$ cat src/rtl/adx112_scan_seq_if.sv
// Handshake bundle between the ADX112 scan sequencer, the SPI driver beneath it
// and the per-channel sample consumer above it.
interface adx112_scan_seq_if;
    logic        adx112_begin;
    logic        adx112_is_busy;
    logic [15:0] adx112_config_value;
    logic [15:0] adx112_dout;
    logic        adx112_dout_valid;
    logic [15:0] ch_data;
    logic [1:0]  ch_id;
    logic        ch_valid;
    logic        scan_done;
    logic        overrun;

    modport master (
        output adx112_begin,
        output adx112_config_value,
        input  adx112_is_busy,
        input  adx112_dout,
        input  adx112_dout_valid,
        output ch_data,
        output ch_id,
        output ch_valid,
        output scan_done,
        output overrun
    );

    modport slave (
        input  adx112_begin,
        input  adx112_config_value,
        output adx112_is_busy,
        output adx112_dout,
        output adx112_dout_valid,
        input  ch_data,
        input  ch_id,
        input  ch_valid,
        input  scan_done,
        input  overrun
    );
endinterface

$ cat src/rtl/adx112_scan_seq.sv
// Round-robin single-ended channel scanner for the ADX112: one driver transaction
// per sample tick, returned words re-tagged with the channel they belong to.
//
// state     | meaning
// ----------+-----------------------------------------------------------
// IDLE      | scanning off; pairing and overrun cleared
// WAIT_TICK | waiting for the next sample tick
// START     | tick seen; waiting for the driver to be free, then begin
// BUSY      | transaction outstanding; waiting for dout_valid
module adx112_scan_seq #(
    parameter int unsigned CLK_FREQ_MHZ   = 100,
    parameter int unsigned SAMPLE_RATE_HZ = 128,
    parameter logic [3:0]  CH_MASK        = 4'b1111,
    parameter logic [2:0]  PGA            = 3'b001,
    parameter logic [2:0]  DR             = 3'b100
) (
    input  logic               clk,
    input  logic               rstn,
    input  logic               enable,
    adx112_scan_seq_if.master  bus
);

    localparam int unsigned PERIOD = CLK_FREQ_MHZ * 1_000_000 / SAMPLE_RATE_HZ;
    localparam int          CNT_W  = (PERIOD > 1) ? $clog2(PERIOD) : 1;
    localparam logic [CNT_W-1:0] TC = CNT_W'(PERIOD - 1);

    function automatic logic [1:0] lowest_ch(input logic [3:0] mask);
        lowest_ch = 2'd0;
        for (int i = 3; i >= 0; i--) begin
            if (mask[i]) lowest_ch = 2'(i);
        end
    endfunction

    function automatic logic [1:0] highest_ch(input logic [3:0] mask);
        highest_ch = 2'd0;
        for (int i = 0; i < 4; i++) begin
            if (mask[i]) highest_ch = 2'(i);
        end
    endfunction

    // Smallest offset is evaluated last so it wins; 2-bit add wraps to the lowest.
    function automatic logic [1:0] next_ch(input logic [1:0] cur, input logic [3:0] mask);
        logic [1:0] cand;
        next_ch = cur;
        for (int i = 3; i >= 1; i--) begin
            cand = cur + 2'(i);
            if (mask[cand]) next_ch = cand;
        end
    endfunction

    // SS=1, MUX=1xx (AINn vs GND), single-shot, TS=0, pull-up on, NOP=01, reserved=1.
    function automatic logic [15:0] cfg_word(input logic [1:0] ch);
        cfg_word = {1'b1, 1'b1, ch, PGA, 1'b1, DR, 1'b0, 1'b1, 2'b01, 1'b1};
    endfunction

    localparam logic [1:0] FIRST_CH = lowest_ch(CH_MASK);
    localparam logic [1:0] LAST_CH  = highest_ch(CH_MASK);

    typedef enum logic [1:0] {
        S_IDLE      = 2'd0,
        S_WAIT_TICK = 2'd1,
        S_START     = 2'd2,
        S_BUSY      = 2'd3
    } state_t;

    state_t            state;
    state_t            nxt_state;
    logic [CNT_W-1:0]  tick_cnt;
    logic              tick;
    logic              leave_idle;
    logic              do_begin;
    logic              do_pair;

    logic [1:0]        cur_ch;
    logic [1:0]        pend_ch;
    logic              pend_valid;

    logic              begin_r;
    logic [15:0]       config_r;
    logic [15:0]       ch_data_r;
    logic [1:0]        ch_id_r;
    logic              ch_valid_r;
    logic              scan_done_r;
    logic              overrun_r;

    // Free-running sample timer, parked at zero whenever scanning is off.
    always_ff @(posedge clk) begin
        if (!rstn || !enable) begin
            tick_cnt <= '0;
        end else if (tick_cnt == TC) begin
            tick_cnt <= '0;
        end else begin
            tick_cnt <= tick_cnt + 1'b1;
        end
    end

    assign tick = enable && (tick_cnt == TC);

    always_ff @(posedge clk) begin
        if (!rstn) begin
            state <= S_IDLE;
        end else begin
            state <= nxt_state;
        end
    end

    always_comb begin
        nxt_state  = state;
        leave_idle = 1'b0;
        do_begin   = 1'b0;
        do_pair    = 1'b0;
        case (state)
            S_IDLE: begin
                if (enable && (CH_MASK != 4'b0000)) begin
                    nxt_state  = S_WAIT_TICK;
                    leave_idle = 1'b1;
                end
            end
            S_WAIT_TICK: begin
                if (!enable) begin
                    nxt_state = S_IDLE;
                end else if (tick) begin
                    nxt_state = S_START;
                end
            end
            S_START: begin
                if (!bus.adx112_is_busy) begin
                    do_begin  = 1'b1;
                    nxt_state = S_BUSY;
                end
            end
            S_BUSY: begin
                if (bus.adx112_dout_valid) begin
                    do_pair   = 1'b1;
                    nxt_state = S_WAIT_TICK;
                end
            end
            default: nxt_state = S_IDLE;
        endcase
    end

    // The device answers with the previous conversion, so each returned word
    // belongs to pend_ch, the channel written one transaction earlier.
    always_ff @(posedge clk) begin
        if (!rstn) begin
            cur_ch      <= 2'd0;
            pend_ch     <= 2'd0;
            pend_valid  <= 1'b0;
            begin_r     <= 1'b0;
            config_r    <= 16'h0000;
            ch_data_r   <= 16'h0000;
            ch_id_r     <= 2'd0;
            ch_valid_r  <= 1'b0;
            scan_done_r <= 1'b0;
            overrun_r   <= 1'b0;
        end else begin
            begin_r     <= do_begin;
            ch_valid_r  <= 1'b0;
            scan_done_r <= 1'b0;

            if (state == S_IDLE) begin
                pend_valid <= 1'b0;
                overrun_r  <= 1'b0;
            end else if (tick && (state == S_START || state == S_BUSY)) begin
                overrun_r <= 1'b1;
            end

            if (leave_idle) begin
                cur_ch <= FIRST_CH;
            end

            if (do_begin) begin
                config_r <= cfg_word(cur_ch);
            end

            if (do_pair) begin
                if (pend_valid) begin
                    ch_valid_r  <= 1'b1;
                    ch_id_r     <= pend_ch;
                    ch_data_r   <= bus.adx112_dout;
                    scan_done_r <= (pend_ch == LAST_CH);
                end
                pend_ch    <= cur_ch;
                pend_valid <= 1'b1;
                cur_ch     <= next_ch(cur_ch, CH_MASK);
            end
        end
    end

    assign bus.adx112_begin        = begin_r;
    assign bus.adx112_config_value = config_r;
    assign bus.ch_data             = ch_data_r;
    assign bus.ch_id               = ch_id_r;
    assign bus.ch_valid            = ch_valid_r;
    assign bus.scan_done           = scan_done_r;
    assign bus.overrun             = overrun_r;

endmodule

$ cat src/flat_wrapper.sv
// flat-port wrapper written by rule: the top's interface ports become plain ports
module adx112_scan_seq_flat 
#(
    parameter int unsigned CLK_FREQ_MHZ   = 100,
    parameter int unsigned SAMPLE_RATE_HZ = 128,
    parameter logic [3:0]  CH_MASK        = 4'b1111,
    parameter logic [2:0]  PGA            = 3'b001,
    parameter logic [2:0]  DR             = 3'b100
)
  (clk, rstn, enable, bus_adx112_begin, bus_adx112_config_value, bus_adx112_is_busy, bus_adx112_dout, bus_adx112_dout_valid, bus_ch_data, bus_ch_id, bus_ch_valid, bus_scan_done, bus_overrun);
  adx112_scan_seq_if bus_i ();
  input  logic clk;
  input  logic rstn;
  input  logic enable;
  output wire logic [$bits(bus_i.adx112_begin)-1:0] bus_adx112_begin;
  output wire logic [$bits(bus_i.adx112_config_value)-1:0] bus_adx112_config_value;
  input wire logic [$bits(bus_i.adx112_is_busy)-1:0] bus_adx112_is_busy;
  input wire logic [$bits(bus_i.adx112_dout)-1:0] bus_adx112_dout;
  input wire logic [$bits(bus_i.adx112_dout_valid)-1:0] bus_adx112_dout_valid;
  output wire logic [$bits(bus_i.ch_data)-1:0] bus_ch_data;
  output wire logic [$bits(bus_i.ch_id)-1:0] bus_ch_id;
  output wire logic [$bits(bus_i.ch_valid)-1:0] bus_ch_valid;
  output wire logic [$bits(bus_i.scan_done)-1:0] bus_scan_done;
  output wire logic [$bits(bus_i.overrun)-1:0] bus_overrun;
  assign bus_adx112_begin = bus_i.adx112_begin;
  assign bus_adx112_config_value = bus_i.adx112_config_value;
  assign bus_i.adx112_is_busy = bus_adx112_is_busy;
  assign bus_i.adx112_dout = bus_adx112_dout;
  assign bus_i.adx112_dout_valid = bus_adx112_dout_valid;
  assign bus_ch_data = bus_i.ch_data;
  assign bus_ch_id = bus_i.ch_id;
  assign bus_ch_valid = bus_i.ch_valid;
  assign bus_scan_done = bus_i.scan_done;
  assign bus_overrun = bus_i.overrun;
  adx112_scan_seq #(.CLK_FREQ_MHZ(CLK_FREQ_MHZ), .SAMPLE_RATE_HZ(SAMPLE_RATE_HZ), .CH_MASK(CH_MASK), .PGA(PGA), .DR(DR)) u_core (.clk(clk), .rstn(rstn), .enable(enable), .bus(bus_i));
endmodule
$ cat config.mk
export PLATFORM = sky130hd
export DESIGN_NAME = adx112_scan_seq_flat
export DESIGN_NICKNAME = d
export VERILOG_FILES = /design/src/rtl/adx112_scan_seq_if.sv /design/src/rtl/adx112_scan_seq.sv /design/src/flat_wrapper.sv
export SDC_FILE = /design/constraint.sdc
export NUM_CORES = 1
export LEC_CHECK = 0
export CORE_UTILIZATION = 35
export CTS_BUF_LIST = sky130_fd_sc_hd__clkbuf_8
export CTS_CLUSTER_SIZE = 10
export DETAILED_ROUTE_END_ITERATION = 6
export HOLD_SLACK_MARGIN = 0.03
export MAX_ROUTING_LAYER = met4
export SYNTH_ARGS = -nofsm -noshare
export SYNTH_HDL_FRONTEND = slang
export SYNTH_SLANG_ARGS = --single-unit
export TNS_END_PERCENT = 20
$ cat constraint.sdc
create_clock -name clk -period 5.4 [get_ports clk]
set_clock_uncertainty 0.2 [all_clocks]
set_input_delay 1.08 -clock clk [delete_from_list [all_inputs] [get_ports clk]]
set_output_delay 1.08 -clock clk [all_outputs]
set_load 0.005 [all_outputs]
==> results by group <==
Outcome
  • Status: finished clean

Detailed routing
  • # DRC: 0
  • Antenna viol nets, final: 0
  • Wire per inst: 11.2 microns
  • Vias: 1,731
  • Routed WL: 4.17 mm
  • Routed vias/inst: 4.63
  • Initial DRC Count: 48
  • Drt first pass iters: 3

Setup path
  • Critical path cell sequence: clkdlybuf4s50_1 > nand2_1 > nor2_1
  • Critical Path Sink: u_core.tick_cnt[5]
  • CP endpoint kind: flip-flop
  • Crit path launch: rstn
  • Worst setup path category: input port to flip-flop
  • Crit-path max cell delay: 1.07 ns
  • Worst setup SP type: input port
  • Reg-to-reg slack, setup: 3.03 ns
  • R2r endpoint: u_core.tick_cnt[5]
  • Cell depth of the worst flop-to-flop path: 6
  • CP max-delay cell: clkdlybuf4s50_1
  • Req. time, crit path: 5.43 ns
  • Reg2Reg Launch Point: u_core.tick_cnt[0]
  • Crit Path Max Fanout: 33
  • CP Data Arrival Time: 3.07 ns

Clock tree
  • Total CTS buffers: 5
  • Clock Pin Slew Worst Setup and Hold Paths: 0.10 ns
  • Root buffer cell: clkbuf_8
  • Clk sinks: 52
  • Worst skew pair latency: 0.31 ns
  • Post-CTS setup buffer count: 0
  • # hold bufs at CTS: 0
  • CTS resizes: 0
  • Deepest clock path buffer count: 2
  • CTS H-tree lvls: 2
  • CTS tree: done

Die
  • Core Area: 6060 sq um
  • Die H: 82.0 microns
  • Die Wd: 82.0 microns
  • Site Rows: 28
  • I/O pin count: 59
  • Initial Util: 36.9%
  • Die Area: 6720 sq um

STA
  • Slew @ Worst Pin: 0.918 ns
  • Final hold vios: 0
  • Highest Clock Rate: 0.329 GHz
  • Final slew viol count: 0
  • TNS Setup: 0 ns
  • Hold WS: 0.269 ns
  • Slew HR: 38.6%
  • Tmin final: 3.04 ns
  • Final period utilization: 56.2%
  • Unrepaired setup endpoints after global routing: false
  • Endpoints failing setup: 0

Global routing
  • Gr usage total: 13.7%
  • Antenna violations before repair: 0
  • Largest net degree at the start of global routing: 34
  • Vias in the first global route: 1,606
  • Gr ovfl total: 0
  • First-pass GRT wire length: 6.93 mm

Synthesis
  • Cell variety after synth: 33
  • Mapped Avg Cell Area: 8.74 sq um
  • EDFF count, synth: 0
  • Mapped Area: 2240 sq um
  • Synth Register Bits: 52
  • Synth Flop Type: dfxtp_1
  • Sequential area share after synthesis: 46.5%
  • Synth Instances: 256
  • YS warnings: 0
  • Ys async rst share: 0%

Finish
  • Design area: 2820 sq um
  • Area delta synth->final: 26.1%
  • Antenna diode instance count: 0
  • NumNets Final: 325
  • Fin util: 46.6%
  • Share of cells above drive strength 1: 3.68%

Power and ir drop
  • Leakage power: 1.00 nW
  • Max VDD drop: 167 uV
  • Pwr dens: 231 nW/um^2

Job
  • Max_cap viols: 0

Placement
  • Routability cong.: 0.752
  • Placed Area: 2730 sq um
  • Post-DP HPWL: 2.96 mm
  • Port bufs: 52

Min path
  • Path category of the worst min-delay check: flip-flop to flip-flop
synthesized netlist by cell type, types with 2 or more instances:
cell type | number | share of area, %
dfxtp_1 | 52 | 47
nand2_1 | 49 | 8.2
nor2_1 | 27 | 4.5
a21boi_0 | 20 | 6.7
buf_4 | 15 | 5.0
xor2_1 | 13 | 5.1
nand3_1 | 12 | 2.7
and3_1 | 8 | 2.2
clkbuf_1 | 6 | 1.0
ha_1 | 6 | 3.4
inv_1 | 5 | 0.84
nand4_1 | 5 | 1.4
xnor2_1 | 5 | 2.0
nor2b_1 | 4 | 1.1
and2_1 | 3 | 0.84
mux2i_1 | 3 | 1.3
nor4_1 | 3 | 0.84
o21ai_0 | 3 | 0.67
a21oi_1 | 2 | 0.45
o21a_1 | 2 | 0.67
area by class of cell:
cell class              instances  area (sq um)
repair buffers                 52           520
clock buffers                   5          68.8
inverters                       5          18.8
clock inverters                 3          22.5
fillers                       608          3240
flip-flops and latches         52          1040
well taps                      75          93.8
multi-input cells             182          1060
worst max-delay path, delay by kind of cell:
family                 cells  cell delay (ns)
buffers and inverters      1             1.07
and+or+nand+nor            2             0.92
stage by stage:
stage	power [mW]	instances	setup slack, ns
2_1_floorplan	0.420	261	3.26
3_5_place_dp	0.437	366	1.92
6_report	0.653	374	2.36
4_1_cts	0.666	374	2.27
5_1_grt	0.683	374	2.09
3_3_place_gp	0.437	366	1.93
state kept, by name, indices dropped and copies added, names as in the netlist:
signal / count
u_core.bus.ch_data: 16
u_core.bus.adx112_begin: 1
u_core.cur_ch: 2
u_core.bus.ch_valid: 1
u_core.bus.scan_done: 1
u_core.pend_ch: 2
u_core.pend_valid: 1
u_core.bus.adx112_config_value: 3
u_core.bus.ch_id: 2
u_core.bus.overrun: 1
u_core.tick_cnt: 20
u_core.state: 2
layout by cell type, fill, tap and decap left out, types with 2 or more instances in the layout:
cell,n
dfxtp_1,52
and2_1,3
nor2_1,27
nor4_1,3
o21a_1,2
nor2b_1,4
and3_1,8
nand2_1,49
xor2_1,13
a21boi_0,20
ha_1,6
o21ai_0,3
conb_1,6
clkdlybuf4s50_1,52
inv_1,5
a21oi_1,2
mux2i_1,3
nand4_1,5
xnor2_1,5
nand3_1,12
clkbuf_8,5
kinds of logic after synthesis:
logic type | count (synthesis) | share of synthesized area [%]
and+or+nand+nor | 115 | 23.4
adders and majority gates | 6 | 3.35
buffers and inverters | 27 | 7.10
xor gates and xnor gates | 18 | 7.04
other | 1 | 0.168
muxes | 3 | 1.34
DFF | 52 | 46.5
AOI/OAI and AO/OA | 34 | 11.1
worst min path at each step:
stage	start	to	cells past startpoint
floorplan	u_core.cur_ch[1]	u_core.cur_ch[1]	1
global placement	u_core.bus.ch_data[15]	u_core.bus.ch_data[15]	2
detailed placement	u_core.bus.ch_data[1]	u_core.bus.ch_data[1]	2
CTS	u_core.bus.ch_data[1]	u_core.bus.ch_data[1]	2
global route	u_core.bus.ch_data[4]	u_core.bus.ch_data[4]	2
finish	u_core.bus.ch_data[1]	u_core.bus.ch_data[1]	2
power by group:
group / switching [mW] / internal, mW / leakage [nW]
registers: 0.00270 / 0.385 / 0.419
logic: 0.0168 / 0.0230 / 0.533
clock network: 0.132 / 0.0931 / 0.0485
layer usage:
metal	wire, microns	up-vias	global-route usage, %
li1	-	907	-
met1	1980	780	15.6
met2	1920	37	22.6
met3	204	7	3.11
met4	76	0	6.32
met5	0	-	-
(Power assumes the default switching activity.)
